<file path="src/rtl/bpm_detector.sv">
// Beat detector: envelope-tracking threshold, beat interval counter and restoring divider that turns intervals into BPM.
// Optional macro BPM_AVG_EN averages the last four accepted intervals before dividing.
module bpm_detector #(
  parameter int unsigned PPG_WIDTH   = 10,
  parameter int unsigned FS_HZ       = 100,
  parameter int unsigned MIN_BPM     = 30,
  parameter int unsigned MAX_BPM     = 200,
  parameter int unsigned DECAY_SHIFT = 4
) (
  input  logic                        clk,
  input  logic                        rst_n,
  input  logic                        db_en,
  input  logic signed [PPG_WIDTH-1:0] ppg_in,
  output logic        [7:0]           bpm_value,
  output logic                        bpm_valid,
  input  logic                        bpm_copied
);

  localparam int unsigned EW = PPG_WIDTH + 1;
  localparam int unsigned DW = PPG_WIDTH + 2;
  localparam logic [15:0] DIVIDEND = 16'(60 * FS_HZ);
  localparam logic [15:0] MAX_IV   = 16'((60 * FS_HZ) / MIN_BPM);
  localparam logic [15:0] MIN_IV   = 16'((60 * FS_HZ) / MAX_BPM);

  typedef enum logic [1:0] {
    WAIT_FIRST,
    MEASURE,
    DIVIDE
  } state_t;

  state_t               state;
  logic signed [EW-1:0] env_max;
  logic signed [EW-1:0] env_min;
  logic signed [EW-1:0] prev;
  logic        [15:0]   cnt;

  logic        beat_q;
  logic        done;
  logic [15:0] rem;
  logic [15:0] quo;
  logic [15:0] dsr;
  logic [3:0]  iter;

`ifdef BPM_AVG_EN
  logic [15:0] hist [4];
  logic [2:0]  n_acc;
  logic [17:0] hist_sum_c;
`endif

  logic signed [EW-1:0] x_c;
  logic signed [EW-1:0] thr_c;
  logic signed [EW-1:0] max_n_c;
  logic signed [EW-1:0] min_n_c;
  logic                 beat_c;
  logic        [16:0]   shifted_c;

  // Envelope next values, threshold and beat qualification (refractory included)
  always_comb begin
    x_c     = EW'(ppg_in);
    thr_c   = EW'((DW'(env_max) + DW'(env_min)) >>> 1);
    max_n_c = env_max;
    min_n_c = env_min;
    if (x_c > env_max) max_n_c = x_c;
    else               max_n_c = env_max - EW'((DW'(env_max) - DW'(x_c)) >>> DECAY_SHIFT);
    if (x_c < env_min) min_n_c = x_c;
    else               min_n_c = env_min + EW'((DW'(x_c) - DW'(env_min)) >>> DECAY_SHIFT);
    beat_c    = db_en && (prev <= thr_c) && (x_c > thr_c) && (cnt >= MIN_IV);
    shifted_c = {rem, quo[15]};
`ifdef BPM_AVG_EN
    hist_sum_c = 18'(hist[0]) + 18'(hist[1]) + 18'(hist[2]) + 18'(hist[3]);
`endif
  end

  always_ff @(posedge clk or negedge rst_n) begin
    if (!rst_n) begin
      env_max <= '0;
      env_min <= '0;
      prev    <= '0;
      cnt     <= '0;
    end else if (db_en) begin
      env_max <= max_n_c;
      env_min <= min_n_c;
      prev    <= x_c;
      if (beat_c)              cnt <= 16'd1;
      else if (cnt != 16'hFFFF) cnt <= cnt + 16'd1;
    end
  end

  // Beat FSM, divider and result handshake
  always_ff @(posedge clk or negedge rst_n) begin
    if (!rst_n) begin
      state     <= WAIT_FIRST;
      beat_q    <= 1'b0;
      done      <= 1'b0;
      rem       <= '0;
      quo       <= '0;
      dsr       <= '0;
      iter      <= '0;
      bpm_value <= '0;
      bpm_valid <= 1'b0;
`ifdef BPM_AVG_EN
      for (int i = 0; i < 4; i++) hist[i] <= '0;
      n_acc <= '0;
`endif
    end else begin
      beat_q <= 1'b0;
      done   <= 1'b0;
      case (state)
        WAIT_FIRST: begin
          if (beat_c) state <= MEASURE;
        end
        MEASURE: begin
          if (beat_q) begin
`ifdef BPM_AVG_EN
            if (n_acc == 3'd4) begin
              state <= DIVIDE;
              dsr   <= 16'(hist_sum_c >> 2);
              rem   <= '0;
              quo   <= DIVIDEND;
              iter  <= '0;
            end
`else
            state <= DIVIDE;
            rem   <= '0;
            quo   <= DIVIDEND;
            iter  <= '0;
`endif
          end else if (beat_c && (cnt <= MAX_IV)) begin
            beat_q <= 1'b1;
`ifdef BPM_AVG_EN
            hist[0] <= cnt;
            for (int i = 1; i < 4; i++) hist[i] <= hist[i-1];
            if (n_acc != 3'd4) n_acc <= n_acc + 3'd1;
`else
            dsr <= cnt;
`endif
          end else if (cnt > MAX_IV) begin
            // Signal lost: restart from the first beat
            state <= WAIT_FIRST;
`ifdef BPM_AVG_EN
            for (int i = 0; i < 4; i++) hist[i] <= '0;
            n_acc <= '0;
`endif
          end
        end
        DIVIDE: begin
          if (shifted_c >= 17'(dsr)) begin
            rem <= 16'(shifted_c - 17'(dsr));
            quo <= {quo[14:0], 1'b1};
          end else begin
            rem <= shifted_c[15:0];
            quo <= {quo[14:0], 1'b0};
          end
          iter <= iter + 4'd1;
          if (iter == 4'd15) begin
            state <= MEASURE;
            done  <= 1'b1;
          end
        end
        default: state <= WAIT_FIRST;
      endcase

      // A completing result wins over a simultaneous copy acknowledge
      if (done) begin
        bpm_value <= (quo[15:8] != 8'd0) ? 8'hFF : quo[7:0];
        bpm_valid <= 1'b1;
      end else if (bpm_copied) begin
        bpm_valid <= 1'b0;
      end
    end
  end

endmodule

</file>
<file path="config.mk">
export PLATFORM = sky130hd
export DESIGN_NAME = bpm_detector
export DESIGN_NICKNAME = d
export VERILOG_FILES = /design/src/rtl/bpm_detector.sv
export SDC_FILE = /design/constraint.sdc
export NUM_CORES = 1
export LEC_CHECK = 0
export ABC_AREA = 1
export BUFFER_PORTS_ARGS = -buffer_cell sky130_fd_sc_hd__buf_2
export CAP_MARGIN = 20
export CORE_MARGIN = 2
export CORE_UTILIZATION = 55
export CTS_CLUSTER_DIAMETER = 80
export DETAILED_ROUTE_END_ITERATION = 6
export PLACE_DENSITY = 0.72
export REMOVE_ABC_BUFFERS = 1
export SLEW_MARGIN = 20
export SYNTH_ARGS = -nofsm -noshare
export SYNTH_HDL_FRONTEND = slang
export SYNTH_SLANG_ARGS = --single-unit
export TNS_END_PERCENT = 20
</file>
<file path="constraint.sdc">
create_clock -name clk -period 4.8 [get_ports clk]
set_input_delay 0.96 -clock clk [delete_from_list [all_inputs] [get_ports clk]]
set_output_delay 0.96 -clock clk [all_outputs]
set_load 0.005 [all_outputs]
</file>
==> implementation parameters <==
Parameter                              Value

Cells and area
  Storage cell area    0.00283 mm2
  Area of the multi-input gates    a little over 0.005 mm2
  Proportion of layout cells with a drive suffix above 1    0.106
  Layout Nets    1,293
  Antenna cells    0
  Synthesis-to-layout area growth    10.4%
  Final core utilization    0.616
  Filler Cell Count    1,470

Yosys
  Part of the Yosys area used for sequential elements    0.322
  Cell accounting for the most synthesized area    sky130_fd_sc_hd__dfrtp_1
  Post-synthesis xor/xnor area fraction    0.0588
  Yosys warnings    0
  Count of flip-flops with a built-in enable after synthesis    0
  Synth Area in Compound Gates    0.165
  Post-synth top area share    0.322
  Largest family of logic cells by synthesized area    simple AND/OR/NAND/NOR gates
  Combined area of all synthesized cells    0.00879 mm2
  Synthesized flop and latch total    113
  Number of library cell types mapped by synthesis    52
  Mean area per synthesized cell    7.58 um2
  Async SR Flop Fraction    1.00
  Leading post-synthesis cells by cell area    sky130_fd_sc_hd__dfrtp_1 32%, sky130_fd_sc_hd__ha_1 13%, sky130_fd_sc_hd__nand2_1 11%, sky130_fd_sc_hd__inv_1 6.7%, sky130_fd_sc_hd__a21oi_1 4.6%
  Fraction of synthesized area in multiplexers    0
  Count of mapped cells out of synthesis    1,160
  Count leader, synth    sky130_fd_sc_hd__nand2_1
  Simple-gate portion of the synthesized area    0.231
  Main synth FF type    sky130_fd_sc_hd__dfrtp_1
  Most frequent cells after synthesis    255 x sky130_fd_sc_hd__nand2_1, 158 x sky130_fd_sc_hd__inv_1, 113 x sky130_fd_sc_hd__dfrtp_1, 89 x sky130_fd_sc_hd__ha_1, 81 x sky130_fd_sc_hd__a21oi_1
  Arithmetic-cell share of the synthesized area counting full adders, half adders and majority gates    0.136

STA
  PnR worst setup slack    around 1000 ps
  Setup Total Neg Slack    0 ps
  Post-route clock skew    11.1 ps
  Slew Limit Fails    0
  Actual transition at the worst max-transition pin    approximately 600 ps
  Worst relative slew slack    0.599
  Number of failing setup endpoints in the final timing report    0
  Final worst path period need    3800 ps
  Peak Freq    ~260 MHz
  Final Hold Fails    0
  Final Cycle Share    0.791
  Setup repair after global routing missed its margin    false

Global routing
  Leftover overflow at the end of global routing    0
  Pin count of the biggest net entering global routing    44
  Wire length of the first global-routing pass    34,700 um
  Total global-route track usage    0.257
  Vias in the first global route    between 7k and 8k
  Initial antenna violation count    0

Setup path
  CP max FO    8
  Worst reg2reg path depth    19
  Data arrival at the endpoint of the critical path    just over 4000 ps
  Data required time of the critical path    5120 ps
  Worst R2R End    dsr[4]
  Flop2flop setup slack    1010 ps
  Crit Path Class    in2reg
  Sort of element at the end of the critical path    flip-flop
  Kind of start point of the critical path    primary input
  Worst reg2reg path startpoint    env_max[1]

Clock network
  Count of instances resized after the clock tree is built    0
  Clock latency on the worst-skew pair    420 ps
  Clock tree from TritonCTS    done
  Number of buffers created by CTS    17
  Clock buffer depth    2
  Library cell used as clock root buffer    sky130_fd_sc_hd__clkbuf_16
  Clock transition at the register clock pins on the worst setup and hold paths after CTS    around 50 ps
  # hold bufs at CTS    0
  Number of levels the H-tree was split into    4
  Number of sinks driven by the clock tree    113
  Postcts setup bufs    0

Die
  Vertical extent of the die    130 um
  Top Ports    23
  Die X    130 um
  Starting density of the core    0.558
  Total Die Area    0.0170 mm2
  Area of the core region    0.0158 mm2
  Row count    46

Place
  Port buffer count    22
  Final HPWL from detailed placement    15,100 um
  Weighted congestion at the end of routability-driven global placement    0.935
  Setup slack after placement    638 ps

Min path
  Worst hold path endpoint    dsr[13]
  Class of the most critical hold timing path    reg2reg
  Source of the worst hold timing path    dsr[13]
  Cell depth of the worst hold path    2

Outcome
  Status    completed

Flow run
  Reported max-cap violation count    0

Drt
  Detailed-router iteration count before antenna repair    5
  Final ANT Viol Nets    0
  Overall via count from detail_route    7,677
  Vias/cell    approximately 5.4
  DR DRC count    0
  Aggregate routed wire length    20,500 um
  DR WL/cell    approximately 14 um
  Number of design-rule violations left by the first detailed-router iteration    470
## registers in the layout (all words and copies together) (netlist names)
name       flops
iter           4
dsr           16
state          2
done           1
env_min       11
env_max       11
bpm_valid      1
quo           16
bpm_value      8
rem           16
beat_q         1
cnt           16
prev          10
## cell usage in the layout (no fill, tap or decap), types with 3 or more instances in the layout
cell type                   count
sky130_fd_sc_hd__a21o_1         5
sky130_fd_sc_hd__a21oi_1       81
sky130_fd_sc_hd__a21oi_2        4
sky130_fd_sc_hd__a22oi_1        4
sky130_fd_sc_hd__a31oi_1       13
sky130_fd_sc_hd__buf_2         21
sky130_fd_sc_hd__buf_4          6
sky130_fd_sc_hd__clkbuf_16     17
sky130_fd_sc_hd__clkbuf_8       4
sky130_fd_sc_hd__dfrtp_1      113
sky130_fd_sc_hd__fa_1           4
sky130_fd_sc_hd__ha_1          89
sky130_fd_sc_hd__inv_1        158
sky130_fd_sc_hd__inv_2         16
sky130_fd_sc_hd__nand2_1      255
sky130_fd_sc_hd__nand2_2       18
sky130_fd_sc_hd__nand2_4        3
sky130_fd_sc_hd__nand3_1       52
sky130_fd_sc_hd__nand3_2        6
sky130_fd_sc_hd__nand3b_1       6
sky130_fd_sc_hd__nand4_1       13
sky130_fd_sc_hd__nor2_1        68
sky130_fd_sc_hd__nor2_2         3
sky130_fd_sc_hd__nor3_1        16
sky130_fd_sc_hd__nor4_1         4
sky130_fd_sc_hd__o2111ai_1      4
sky130_fd_sc_hd__o211ai_1      13
sky130_fd_sc_hd__o21ai_0       66
sky130_fd_sc_hd__o21ai_1       10
sky130_fd_sc_hd__o21ai_2        9
sky130_fd_sc_hd__o21bai_1       5
sky130_fd_sc_hd__o221ai_1       8
sky130_fd_sc_hd__o22ai_1        9
sky130_fd_sc_hd__o31ai_1        3
sky130_fd_sc_hd__or2_2          4
sky130_fd_sc_hd__xnor2_1       17
sky130_fd_sc_hd__xor2_1        42
## area by class of cell
cell class              count  area share
clock buffers              23      0.0503
clock inverters             8      0.0106
inverters                 176      0.0681
multi-input cells         850       0.535
flip-flops and latches    113       0.291
well taps                 216      0.0278
repair buffers             28      0.0166
## worst max path at each step
stage / end / startpoint / cells past startpoint / slack (ps)
finish: env_min[10] / ppg_in[9] / 18 / 1000
global placement: env_max[10] / ppg_in[9] / 18 / 720
floorplan: env_min[10] / ppg_in[9] / 17 / 1140
CTS: dsr[4] / env_max[1] / 19 / 1040
global route: env_max[10] / ppg_in[1] / 27 / 550
detailed placement: env_min[10] / ppg_in[9] / 18 / 640
## routing by layer
metal  wire [um]  global-route usage  vias to the layer above  share of wire
li1            -                   -                     3921              -
met1       10400               0.371                     3588           0.51
met2        8910               0.402                      146           0.43
met3         946              0.0452                       22          0.046
met4         229              0.0682                        0          0.011
met5           0                   0                        -              0
## per-stage QoR
stage | hold slack, ps | area, um2 | std cells
3_5_place_dp | 456 | 9100 | 1382
6_report | 473 | 9710 | 1414
2_1_floorplan | 445 | 8680 | 1139
3_3_place_gp | 459 | 9100 | 1382
4_1_cts | 476 | 9700 | 1413
5_1_grt | 487 | 9710 | 1414
## cell families (layout without fill, tap and decap cells)
kind of cell	Yosys count	after routing
fa+ha+maj	93	93
xor+xnor	59	59
buf+inv	197	235
simple gates	455	455
compound gates	243	243
flops	113	113
## worst max-delay path: stages
cell and delay [ps]:
sky130_fd_sc_hd__buf_2 160, sky130_fd_sc_hd__ha_1 370, sky130_fd_sc_hd__inv_1 110, sky130_fd_sc_hd__nor3_1 250, sky130_fd_sc_hd__nand2_1 70, sky130_fd_sc_hd__or2_2 290, sky130_fd_sc_hd__nand3_1 80, sky130_fd_sc_hd__xor2_1 240
sky130_fd_sc_hd__inv_1 120, sky130_fd_sc_hd__ha_1 360, sky130_fd_sc_hd__inv_1 70, sky130_fd_sc_hd__nor3_1 250, sky130_fd_sc_hd__nand3_1 120, sky130_fd_sc_hd__o2111ai_1 140, sky130_fd_sc_hd__xor2_1 120, sky130_fd_sc_hd__a21oi_1 140
sky130_fd_sc_hd__o21ai_0 90, sky130_fd_sc_hd__a22oi_1 170
Power is not shown: default switching activity piles up to over one toggle a cycle in this logic, so the estimate is an artifact.
